[config.mk]
export PLATFORM = sky130hd
export DESIGN_NAME = lse_simd_lanes
export DESIGN_NICKNAME = d
export VERILOG_FILES = /design/src/rtl/lse_simd_pkg.sv /design/src/rtl/lse_simd_lanes_clut.sv /design/src/rtl/lse_simd_lanes.sv
export SDC_FILE = /design/constraint.sdc
export NUM_CORES = 1
export LEC_CHECK = 0
export CELL_PAD_IN_SITES_DETAIL_PLACEMENT = 0
export CELL_PAD_IN_SITES_GLOBAL_PLACEMENT = 1
export CORE_MARGIN = 3
export CORE_UTILIZATION = 44
export CTS_CLUSTER_DIAMETER = 100
export CTS_CLUSTER_SIZE = 30
export DETAILED_ROUTE_END_ITERATION = 8
export GPL_TIMING_DRIVEN = 1
export PLACE_DENSITY = 0.85
export SYNTH_ARGS = -nofsm -noshare
export SYNTH_HDL_FRONTEND = slang
export SYNTH_SLANG_ARGS = --single-unit
[constraint.sdc]
create_clock -name clk -period 9.6 [get_ports clk]
set_input_delay 1.92 -clock clk [delete_from_list [all_inputs] [get_ports clk]]
set_output_delay 1.92 -clock clk [all_outputs]
set_load 0.005 [all_outputs]
[src/rtl/lse_simd_pkg.sv]
// Shared constants, mode encoding and CLUT generator for the LSE SIMD unit.
package lse_simd_pkg;

    typedef enum logic {
        LSE_MODE = 1'b0,
        MAX_MODE = 1'b1
    } mode_e;

    function automatic logic [63:0] neg_inf(input int w);
        return 64'(1) << (w - 1);
    endfunction

    function automatic logic [63:0] pos_sat(input int w);
        return (64'(1) << (w - 1)) - 64'(1);
    endfunction

    // round(2^frac * log2(1 + 2^(-i/2))), evaluated at elaboration only
    function automatic int clut_entry(input int i, input int frac);
        real v;
        v = (2.0 ** frac) * $ln(1.0 + 2.0 ** (-i / 2.0)) / $ln(2.0);
        return $rtoi(v + 0.5);
    endfunction

endpackage

[src/rtl/lse_simd_lanes_clut.sv]
// Combinational correction ROM: half-unit distance index -> log2 correction.
module lse_clut_rom
    import lse_simd_pkg::*;
#(
    parameter int LUT_SIZE  = 16,
    parameter int FRAC_BITS = 10,
    parameter int IDX_W     = $clog2(LUT_SIZE)
) (
    input  logic [IDX_W-1:0]   idx,
    output logic [FRAC_BITS:0] corr
);

    logic [FRAC_BITS:0] tab [LUT_SIZE];

    for (genvar g = 0; g < LUT_SIZE; g++) begin : g_tab
        localparam int E = clut_entry(g, FRAC_BITS);
        assign tab[g] = E[FRAC_BITS:0];
    end

    assign corr = tab[idx];

endmodule

[src/rtl/lse_simd_lanes.sv]
// Multi-lane log-sum-exp unit: three-stage pipeline with global stall,
// per-lane saturation and a shared saturating overflow counter.
module lse_simd_lanes #(
    parameter int LANES     = 2,
    parameter int LANE_W    = 24,
    parameter int FRAC_BITS = 10,
    parameter int LUT_SIZE  = 16,
    parameter int CNT_W     = 16
) (
    input  logic                    clk,
    input  logic                    rst,
    input  logic [LANES*LANE_W-1:0] x_in,
    input  logic [LANES*LANE_W-1:0] y_in,
    input  logic                    mode_in,
    input  logic                    valid_in,
    output logic                    ready_in,
    output logic [LANES*LANE_W-1:0] result,
    output logic [LANES-1:0]        overflow,
    output logic                    valid_out,
    input  logic                    ready_out,
    input  logic                    ovf_clr,
    output logic [CNT_W-1:0]        ovf_count
);
    import lse_simd_pkg::*;

    localparam int IDX_W = $clog2(LUT_SIZE);
    localparam logic [LANE_W-1:0] NEG = LANE_W'(neg_inf(LANE_W));
    localparam logic [LANE_W-1:0] POS = LANE_W'(pos_sat(LANE_W));

    logic                    advance;
    logic                    v1, v2, v3;
    logic [LANES*LANE_W-1:0] x1, y1;
    mode_e                   m1;

    assign advance   = !v3 || ready_out;
    assign ready_in  = advance;
    assign valid_out = v3;

    always_ff @(posedge clk or posedge rst) begin
        if (rst) begin
            v1 <= 1'b0;
            v2 <= 1'b0;
            v3 <= 1'b0;
            x1 <= '0;
            y1 <= '0;
            m1 <= LSE_MODE;
        end else if (advance) begin
            v1 <= valid_in;
            v2 <= v1;
            v3 <= v2;
            x1 <= x_in;
            y1 <= y_in;
            m1 <= mode_e'(mode_in);
        end
    end

    for (genvar i = 0; i < LANES; i++) begin : g_lane
        logic [LANE_W-1:0]  a, b, lmax, lmin, corr_c;
        logic [LANE_W:0]    d, idx_full, sum;
        logic [FRAC_BITS:0] rom_corr;
        logic [LANE_W-1:0]  l2, c2, res3;
        logic               both2, ovf3;

        assign a    = x1[i*LANE_W +: LANE_W];
        assign b    = y1[i*LANE_W +: LANE_W];
        assign lmax = ($signed(a) >= $signed(b)) ? a : b;
        assign lmin = ($signed(a) >= $signed(b)) ? b : a;
        assign d    = {lmax[LANE_W-1], lmax} - {lmin[LANE_W-1], lmin};
        assign idx_full = d >> (FRAC_BITS - 1);

        lse_clut_rom #(
            .LUT_SIZE  (LUT_SIZE),
            .FRAC_BITS (FRAC_BITS)
        ) u_rom (
            .idx  (idx_full[IDX_W-1:0]),
            .corr (rom_corr)
        );

        // A NEG_INF operand contributes nothing, so the other value passes
        always_comb begin
            corr_c = '0;
            if (m1 == LSE_MODE && lmin != NEG &&
                idx_full < (LANE_W+1)'(LUT_SIZE))
                corr_c = LANE_W'(rom_corr);
        end

        always_ff @(posedge clk or posedge rst) begin
            if (rst) begin
                l2    <= '0;
                c2    <= '0;
                both2 <= 1'b0;
            end else if (advance) begin
                l2    <= lmax;
                c2    <= corr_c;
                both2 <= (a == NEG) && (b == NEG);
            end
        end

        assign sum = {l2[LANE_W-1], l2} + {1'b0, c2};

        always_ff @(posedge clk or posedge rst) begin
            if (rst) begin
                res3 <= '0;
                ovf3 <= 1'b0;
            end else if (advance) begin
                if (both2) begin
                    res3 <= NEG;
                    ovf3 <= 1'b0;
                end else if ($signed(sum) > $signed({1'b0, POS})) begin
                    res3 <= POS;
                    ovf3 <= 1'b1;
                end else begin
                    res3 <= sum[LANE_W-1:0];
                    ovf3 <= 1'b0;
                end
            end
        end

        assign result[i*LANE_W +: LANE_W] = res3;
        assign overflow[i] = ovf3;
    end

    always_ff @(posedge clk or posedge rst) begin
        if (rst)
            ovf_count <= '0;
        else if (ovf_clr)
            ovf_count <= '0;
        else if (v3 && ready_out && |overflow && ovf_count != '1)
            ovf_count <= ovf_count + 1'b1;
    end

endmodule
Word-level counts from Yosys, hierarchy flattened

Memories as Yosys holds them, arrays and structs flattened.
Cells that the tools add are included.

Add/sub/neg operators: 5
Magnitude comparators: 8
Eq/ne operators: 7
Multiplexer cells: 20
Bitwise operators: 3
Reduce and logical (&&, ||, !) cells: 13

Operators by type and width:

| kind                                                                    | number |
|---|---|
| 24-bit 2-to-1 mux                                                       | 8 |
| 24-bit equality test (second input constant)                            | 4 |
| 11-bit 2-to-1 mux                                                       | 6 |
| 25-bit by 24-bit adder with 25-bit output                               | 2 |
| 25-bit by 24-bit > comparator with 1-bit output (second input constant) | 2 |
| 24-bit by 24-bit subtractor with 25-bit output                          | 2 |
| 24-bit >= comparator                                                    | 2 |
| 24-bit != test (second input constant)                                  | 2 |
| 16-bit by 5-bit < comparator with 1-bit output (second input constant)  | 2 |
| 16-bit 2-to-1 mux                                                       | 2 |
| 16-bit by 1-bit adder with 16-bit output (second input constant)        | 1 |
| 16-bit != test (second input constant)                                  | 1 |
| 5-bit >= comparator (second input constant)                             | 2 |
| 4-bit NOT with 5-bit output                                             | 2 |
| 1-bit logical AND                                                       | 9 |
| 1-bit 2-to-1 mux                                                        | 4 |
| 2-bit nonzero test                                                      | 1 |
| 2-bit OR reduction                                                      | 1 |
| 1-bit logical NOT                                                       | 1 |
| 1-bit logical OR                                                        | 1 |
| 1-bit NOT                                                               | 1 |

Bits in registers: 264
ROM bits: 352
Output and inout bits: 68
Word-level logic and storage cells: 75
Memories kept: 2

Memories:

| memory           | words | bits a word | rd ports | clocked after Yosys merged registers in | write ports | line                      | text |
|---|---|---|---|---|---|---|---|
| (name not given) | 16    | 11          | 1        | 0                                       | 0           | lse_simd_lanes_clut.sv:20 | `assign corr = tab[idx];` |
| (name not given) | 16    | 11          | 1        | 0                                       | 0           | lse_simd_lanes_clut.sv:20 |  |

Logic depth before layout (Yosys ltp)

Gate-level depths: netlist of run 1.

Word-level depth: 8
Gate-level depth with buffers: 23
Gate-level depth less buffers: 20

Cells and area by module

Synthesis of run 1 repeated with hierarchy kept, for this count alone.

Cell total of the unflattened synthesis: 1830
Area total of the unflattened synthesis: 15424.8 um^2

Modules (own cells, without submodules):

| module                         | times used | cells an instance | area each (um^2) | seq. area each (um^2) |
|---|---|---|---|---|
| lse_simd_lanes                 | 1          | 1758              | 14800.4          | 5955.7 |
| lse_clut_rom (g_lane[0].u_rom) | 1          | 32                | 319.1            | 0.0 |
| lse_clut_rom (g_lane[1].u_rom) | 1          | 40                | 305.3            | 0.0 |

Least setup slack after synthesis of run 1

OpenSTA, ideal clock, no wires.

Path kind: in2out
From: input ready_out
To: output ready_in
Data arrival time: 2.979 ns
Required time: 7.680 ns
Slack: 4.701 ns
Stages: 6
Buffers on the path: 4
Cells stage by stage: nor2b_1 -> clkbuf_1 -> inv_1 -> clkbuf_1 -> clkbuf_1 -> clkbuf_1

Cells in the longest elaborated chain, start to end: 1

Ends and longest elaborated chain:

| item               | line                 | text |
|---|---|---|
| start: declaration | lse_simd_lanes.sv:20 | `input logic ready_out,` |
| 1-bit logical OR   | lse_simd_lanes.sv:35 | `assign advance = !v3 \|\| ready_out;` |
| end: declaration   | lse_simd_lanes.sv:16 | `output logic ready_in,` |

Every way passes these cells.

Final worst setup path of run 1

From: register x1[47]
To: register g_lane[1].c2[2]

Cells in the longest elaborated chain, start to end: 8

Ends and longest elaborated chain:

| item                                                  | line                                       | text |
|---|---|---|
| start: declaration                                    | lse_simd_lanes.sv:32                       | `logic [LANES*LANE_W-1:0] x1, y1;` |
| start signal: assignment                              | lse_simd_lanes.sv:51                       | `x1 <= x_in;` |
| 24-bit >= comparator                                  | lse_simd_lanes.sv:66, lse_simd_lanes.sv:67 |  |
| 24-bit 2-to-1 mux (on tied branches)                  | lse_simd_lanes.sv:66, lse_simd_lanes.sv:67 |  |
| 24-bit by 24-bit subtractor with 25-bit output        | lse_simd_lanes.sv:68                       | `assign d = {lmax[LANE_W-1], lmax} - {lmin[LANE_W-1], lmin};` |
| 4-bit NOT with 5-bit output (not written as such)     | lse_simd_lanes_clut.sv:20                  |  |
| memory 16 x 11 bit                                    | n/a                                        |  |
| 11-bit 2-to-1 mux (not written as such) (2 in series) | lse_simd_lanes_clut.sv:20                  |  |
| 11-bit 2-to-1 mux *                                   | lse_simd_lanes.sv:82                       | `if (m1 == LSE_MODE && lmin != NEG &&` |
| end signal: assignment                                | lse_simd_lanes.sv:94                       | `c2 <= corr_c;` |
| end: declaration                                      | lse_simd_lanes.sv:61                       | `logic [LANE_W-1:0] l2, c2, res3;` |

Mark *: on every way between the ends. The rest lies on a longest branch, timed or not. The select of a mux whose other input is x is not followed.
A chain may end at the register's enable or synchronous reset.

==> results.md, run 1 <==
* Status: complete, no violations
* Most common cell in the netlist: nand2_1
* CTS hold repair buffers at 0
* Power, Total at 6.26 mW
* Synth top area cells: dfrtp_1, nand2_1, ha_1, o21ai_0, nor2_1
* # DRC at 0
* CP Class: flop to flop
* Final period utilization at 0.647
* Max Clock Skew at 0.0207 ns
* CTS Root Cell: clkbuf_16
* Setup bufs post-CTS at 0
* Final antenna-violating net count at 0
* Setup ws final at 3.38 ns
* Area after DPL at about 0.018 sq mm
* Startpoint Class: flop
* CP Capture Type: flop
* Vias in the first global route at 14.5k
* R2r startpoint: x1[47]
* Fin util at 0.521
* Cell Pwr Density at around 330 mW/mm^2
* Grt ovf at 0
* Die span in x at 198 um
* Cells after Synth at approximately 2k
* Worst vdd rail ir drop at between 0.1 and 0.15 mV
* IO buf count at around 170
* Num Clock Sinks at 238
* Place WS at 3.52 ns
* Global-route wire length before repair at 84800 um
* # resized after CTS at 0
* DRT met1 WL at 26200 um
* Worst r2r path cells at 17
* Synthesized flop and latch total at 238
* Total number of vias at roughly 15k
* Critical Path Max Stage Delay at ~0.8 ns
* Post-DP HPWL at roughly 42000 um
* GP Congestion at 0.987
* Drt first pass iters at 6
* Die area at between 0.03 and 0.04 sq mm
* Fmax at 0.161 GHz
* Async SR Flop Fraction at 1.00
* CTS max path bufs at 3
* Worst path cell trace: ha_1 > nand4_2 > nor3_4 > and2_1 > o31a_2 > o21a_1 > buf_4 > nor3_1 > a41oi_1 > o211ai_1 > nor3_1 > o21ai_0 > xnor2_1 > inv_1 > ha_1 > mux4_2 > a32o_1
* Vias per inst at 6.01
* Reg-to-Reg End: g_lane[1].c2[2]
* Static leakage at 8.44 nW
* H-Tree Depth at 1
* Crit path DAT at 6.63 ns
* Dominant synthesized flop cell: dfrtp_1
* Crit path time final at 6.22 ns
* GRT Overall Usage at 0.272
* Crit-path max FO at 27
* Setup TNS at 0 ns
* Post-Syn Area at 0.0163 sq mm
* DR WL/cell at between 20 and 25 um
* YS warnings at 0
* Final #Nets at 2285
* N_diodes at 0
* Final setup violation count at 0
* Area Growth Syn to Fin at 15.1%
* Yosys top cell area share at 0.365
* Worst Hold Launch: m1
* Slew of the pin with the lowest slew margin at between 1 and 1.5 ns
* Hold depth at 2
* Reg clk slew, reported paths at 0.11 ns
* RSZ-0062 raised after global routing: false
* I/O Pins at 170
* 1st-iter DRT viols at 1523
* Number of synthesized flops with an enable pin at 0
* R2R Setup Slk at 3.38 ns
* Commonest cells post-synth: nand2_1, dfrtp_1, nor2_1
* Slowest CP cell: ha_1
* Sequential area share after synthesis at 0.365
* Final Hold Vio Count at 0
* Final Routed Wirelength at 54800 um
* Max layer used: met5
* Initial Utilization at 0.453
* Worst hold path type: flop to flop
* Initial antenna violation count at 4
* Final Max Slew Viols at 0
* Inserted Clock Buffers at 15
* Syn_nets at 2192
* CTS tree: yes
* Final Cell Area at about 0.019 sq mm
* Wire length on met2 at between 20000 and 25000 um
* End of the worst hold path: m1
* Core Region at 0.0360 sq mm
* Proportion of layout cells with a drive suffix above 1 at 0.0389
* Largest net degree at the start of global routing at 106
* Mapped Avg Cell Area at roughly 8.1 sq um
* Max-slew headroom at 0.155
* Cell accounting for the most synthesized area: dfrtp_1
* WL met3 at 4790 um
* Row count at a little under 70
* Max Cap Viol at 0
* Die Y at 198 um
* Worst-Skew Late Latency at 0.52 ns
* Cell variety after synth at 93
* WP data required at 10.01 ns
-- flip-flops by register name (all words and copies together), names as in the netlist --
signal	cells
g_lane.ovf3	2
x1	48
v2	1
g_lane.l2	48
g_lane.res3	48
v1	1
ovf_count	16
valid_out	1
m1	1
y1	48
g_lane.both2	2
g_lane.c2	22
-- worst max-delay path, delay by kind of cell (launching register included) --
family,cells,cell delay (ns)
compound gates,6,1.41
xor+xnor,1,0.59
fa+ha+maj,2,1.10
buf+inv,2,0.56
flops,1,0.49
mux,1,0.49
simple gates,5,1.44
-- placed cells by master, fill, tap and decap left out, types with 19 or more instances in the layout --
cell / count
nand4_1: 24
a22oi_1: 41
nand3_1: 49
nor2b_1: 25
nor3_1: 40
xor2_1: 33
nor2_1: 137
or3_1: 22
a31oi_1: 51
and3_1: 27
xnor2_1: 39
nand2b_1: 19
clkdlybuf4s50_1: 169
dfrtp_1: 238
nor4_1: 33
o21ai_0: 124
a21oi_1: 101
ha_1: 81
inv_1: 101
nand2_1: 410
-- layout make-up --
type / instances / area, sq um
clock buffers: 16 / 379
clock inverters: 10 / 151
fillers: 3431 / 17200
inverters: 103 / 399
multi-input cells: 1559 / 9500
flip-flops and latches: 238 / 5960
well taps: 461 / 577
repair buffers: 183 / 1800
-- report_power, final --
group | internal [mW] | leakage (nW) | total, mW | switching (mW)
Combinational | 1.49 | 5.24 | 3.82 | 2.33
Clock | 0.325 | 0.259 | 0.753 | 0.428
Sequential | 1.30 | 2.94 | 1.69 | 0.381
Total | 3.12 | 8.44 | 6.26 | 3.14
-- worst max-delay path by stage --
stage / startpoint / to / cells after the start
3_5_place_dp: x1[47] / g_lane[1].c2[2] / 17
5_1_grt: x1[47] / g_lane[1].c2[2] / 17
6_report: x1[47] / g_lane[1].c2[2] / 17
3_3_place_gp: x1[47] / g_lane[1].c2[2] / 17
4_1_cts: x1[47] / g_lane[1].c2[2] / 17
2_1_floorplan: rst / g_lane[0].both2 / 1
-- metal layers --
| layer | track usage | vias to the layer above |
|---|---|---|
| met2 | 0.393 | 602 |
| met3 | 0.0595 | 72 |
| met5 | 0 | - |
| met4 | 0.0534 | 4 |
| met1 | 0.419 | 7399 |
| li1 | - | 7363 |
-- per-stage QoR --
step,hold slack [ns],std cells
6_report,0.479,2570
5_1_grt,0.517,2570
4_1_cts,0.486,2570
3_5_place_dp,0.457,2544
3_3_place_gp,0.449,2544
2_1_floorplan,0.430,2007
-- logic make-up (layout without fill, tap and decap cells) --
family / Yosys count / in the layout / synth area share
simple gates: 845 / 845 / 0.242
compound gates: 530 / 530 / 0.215
flops: 238 / 238 / 0.365
buf+inv: 210 / 312 / 0.0524
fa+ha+maj: 83 / 83 / 0.0646
xor+xnor: 73 / 73 / 0.0397
mux: 28 / 28 / 0.0209
(Power assumes the default switching activity.)
==> inputs of run 2 (changes only) <==
- CORE_UTILIZATION: 44 -> 39
- PLACE_DENSITY: 0.85 -> 0.8
- clock period: 9.6 -> 5.1 ns (I/O delays scaled with it)
==> run 2 against run 1 <==
Compared with the run above:
- combinational power is 130% higher
- die area up 12%
- count of clock-buffer cells in the layout unchanged
- clock skew increased by 0.012 ns
- worst setup slack got worse by 3.2 ns
- sequential share of layout area shrank 2.6 points
- non-clock buffer count is 177 higher
- wire length rose by 6.5%
- cell area grew 9.2%
- critical path depth did not move
- sequential cell count did not move
- largest cell class unchanged
- cell count rose by 9.6%
==> results.md, run 2 (synthesis gave the netlist of run 1 again) <==
* Initial Utilization at 0.397
* Reg-to-Reg End: g_lane[0].c2[10]
* Inserted Clock Buffers at 15
* CTS tree: yes
* Fmax at 0.203 GHz
* Power, Total at roughly 13 mW
* Hold depth at 2
* Cell Pwr Density at 643 mW/mm^2
* Vias in the first global route at 15.0k
* Area after DPL at 0.0196 sq mm
* H-Tree Depth at 1
* Max-slew headroom at 0.259
* End of the worst hold path: v2
* Crit path DAT at about 5.4 ns
* Vias per inst at ~5.7
* Worst Hold Launch: v2
* CP Capture Type: flop
* Post-DP HPWL at ~46000 um
* Cell count after placement at around 2.8k
* Commonest cells after routing, fill and taps aside: nand2_1, dfrtp_1, buf_4
* Num Clock Sinks at 238
* RSZ-0062 raised after global routing: false
* Post-Layout Cell Count at ~2.8k
* Critical Path Stages at 17
* Slew of the pin with the lowest slew margin at roughly 1.1 ns
* Drt first pass iters at 5
* Global-route wire length before repair at roughly 90000 um
* Die Y at 210 um
* Core Region at between 0.04 and 0.05 sq mm
* Cell family with most CP delay: simple AND/OR/NAND/NOR gates
* Final period utilization at 0.964
* Static leakage at 9.36 nW
* Row count at 74
* Max Cap Viol at 0
* Startpoint Class: flop
* 1st-iter DRT viols at 1651
* Worst r2r path cells at 17
* DR WL/cell at 20.7 um
* Die span in x at 210 um
* Status: complete, no violations
* Place WS at -0.132 ns
* R2R Setup Slk at 0.18 ns
* Slowest CP cell: a2111o_1
* Fillers at 4012
* Final antenna-violating net count at 0
* I/O Pins at 170
* WP data required at 5.56 ns
* Critical Path Max Stage Delay at 0.49 ns
* Proportion of layout cells with a drive suffix above 1 at 0.128
* Worst vdd rail ir drop at 0.306 mV
* Worst Path Buf+Inv at 3
* Reg clk slew, reported paths at 0.11 ns
* Die area at 0.0443 sq mm
* Initial antenna violation count at 0
* GRT Overall Usage at 0.257
* Worst path cell trace: inv_1 > ha_1 > nand4_1 > nor4_4 > o211ai_2 > a21oi_1 > buf_4 > nor2_4 > buf_4 > mux2i_1 > o311a_1 > or4_4 > nor4_2 > nor3_1 > a2111o_1 > nor4_4 > a32o_1
* Final #Nets at 2462
* N_diodes at 0
* CP Class: flop to flop
* Worst hold path type: flop to flop
* Total number of vias at 16.0k
* Final Max Slew Viols at 0
* R2r startpoint: y1[19]
* Crit path time final at 4.92 ns
* Grt ovf at 0
* Final setup violation count at 0
* Setup ws final at 0.183 ns
* IO buf count at between 150 and 200
* GP Congestion at 0.943
* Most common cell after layout, fill and taps aside: nand2_1
* Final Cell Area at 0.0205 sq mm
* Largest net degree at the start of global routing at 123
* Final Routed Wirelength at 58300 um
* Max Clock Skew at 0.0326 ns
* Area Growth Syn to Fin at 25.6%
* CTS max path bufs at 3
* # DRC at 0
* Worst-Skew Late Latency at about 0.54 ns
* Crit-path max FO at 10
* Final Hold Vio Count at 0
* CTS Root Cell: clkbuf_16
[run 2: cell count changes in the layout (fill, tap and decap cells not counted), sizes merged]
cell / change
buf: +177
inv: -6
clkinv: +3
clkinvlp: +2
bufinv: +1
[run 2: stage by stage]
| step | hold slack [ns] | TNS, ns | util |
|---|---|---|---|
| global route | 0.498 | 0 | 0.499 |
| detailed placement | 0.448 | -0.668 | 0.479 |
| CTS | 0.474 | 0 | 0.493 |
| global placement | 0.442 | -0.378 | 0.479 |
| finish | 0.473 | 0 | 0.499 |
| floorplan | 0.430 | 0 | - |
[run 2: layout make-up]
class / instances / area [sq um] / area share
Timing Repair Buffer: 360 / 3160 / 0.154
Clock inverter: 10 / 194 / 0.00947
Inverter: 103 / 395 / 0.0193
Tap cell: 532 / 666 / 0.0325
Multi-Input combinational cell: 1559 / 9710 / 0.474
Sequential cell: 238 / 5960 / 0.291
Clock buffer: 16 / 389 / 0.0190
[run 2: worst max path at each step]
stage            from                to
2_1_floorplan  y1[41]   g_lane[1].c2[2]
3_3_place_gp   y1[38]   g_lane[1].c2[0]
3_5_place_dp   y1[46]   g_lane[1].c2[0]
4_1_cts        y1[38]   g_lane[1].c2[0]
5_1_grt        y1[22]  g_lane[0].c2[10]
6_report       y1[19]  g_lane[0].c2[10]
[run 2: report_power, final]
part	internal (mW)	leakage, nW	switching, mW
Combinational	3.76	6.15	4.85
Sequential	2.46	2.93	0.626
Clock	0.669	0.270	0.806
Total	6.89	9.36	6.28
[run 2: per-layer routing]
layer / wire, um / up-vias / track usage
li1: - / 7708 / -
met1: 29700 / 7716 / 0.425
met2: 23600 / 582 / 0.359
met3: 4420 / 35 / 0.0350
met4: 621 / 0 / 0.0356
met5: 0 / - / 0
[run 2: repair_timing]
item | CTS | global route
buffers inserted | 0 | 3
resized for setup | 3 | 50
hold buffers | 0 | 0
pin swaps | 0 | 11
setup endpoints to repair | 12 | 22
[run 2: worst reg2reg max path, delay by kind of cell, from the launching register on]
| family | cells | cell delay (ns) |
|---|---|---|
| mux | 1 | 0.11 |
| buf+inv | 3 | 0.48 |
| flops | 1 | 0.40 |
| simple gates | 7 | 1.85 |
| compound gates | 5 | 1.60 |
| fa+ha+maj | 1 | 0.41 |
==> inputs of run 3 (changes only) <==
- HOLD_SLACK_MARGIN: default -> 0.12
==> results of run 3 <==
No change in the layout: final DEF, timing and power equal those of run 2.
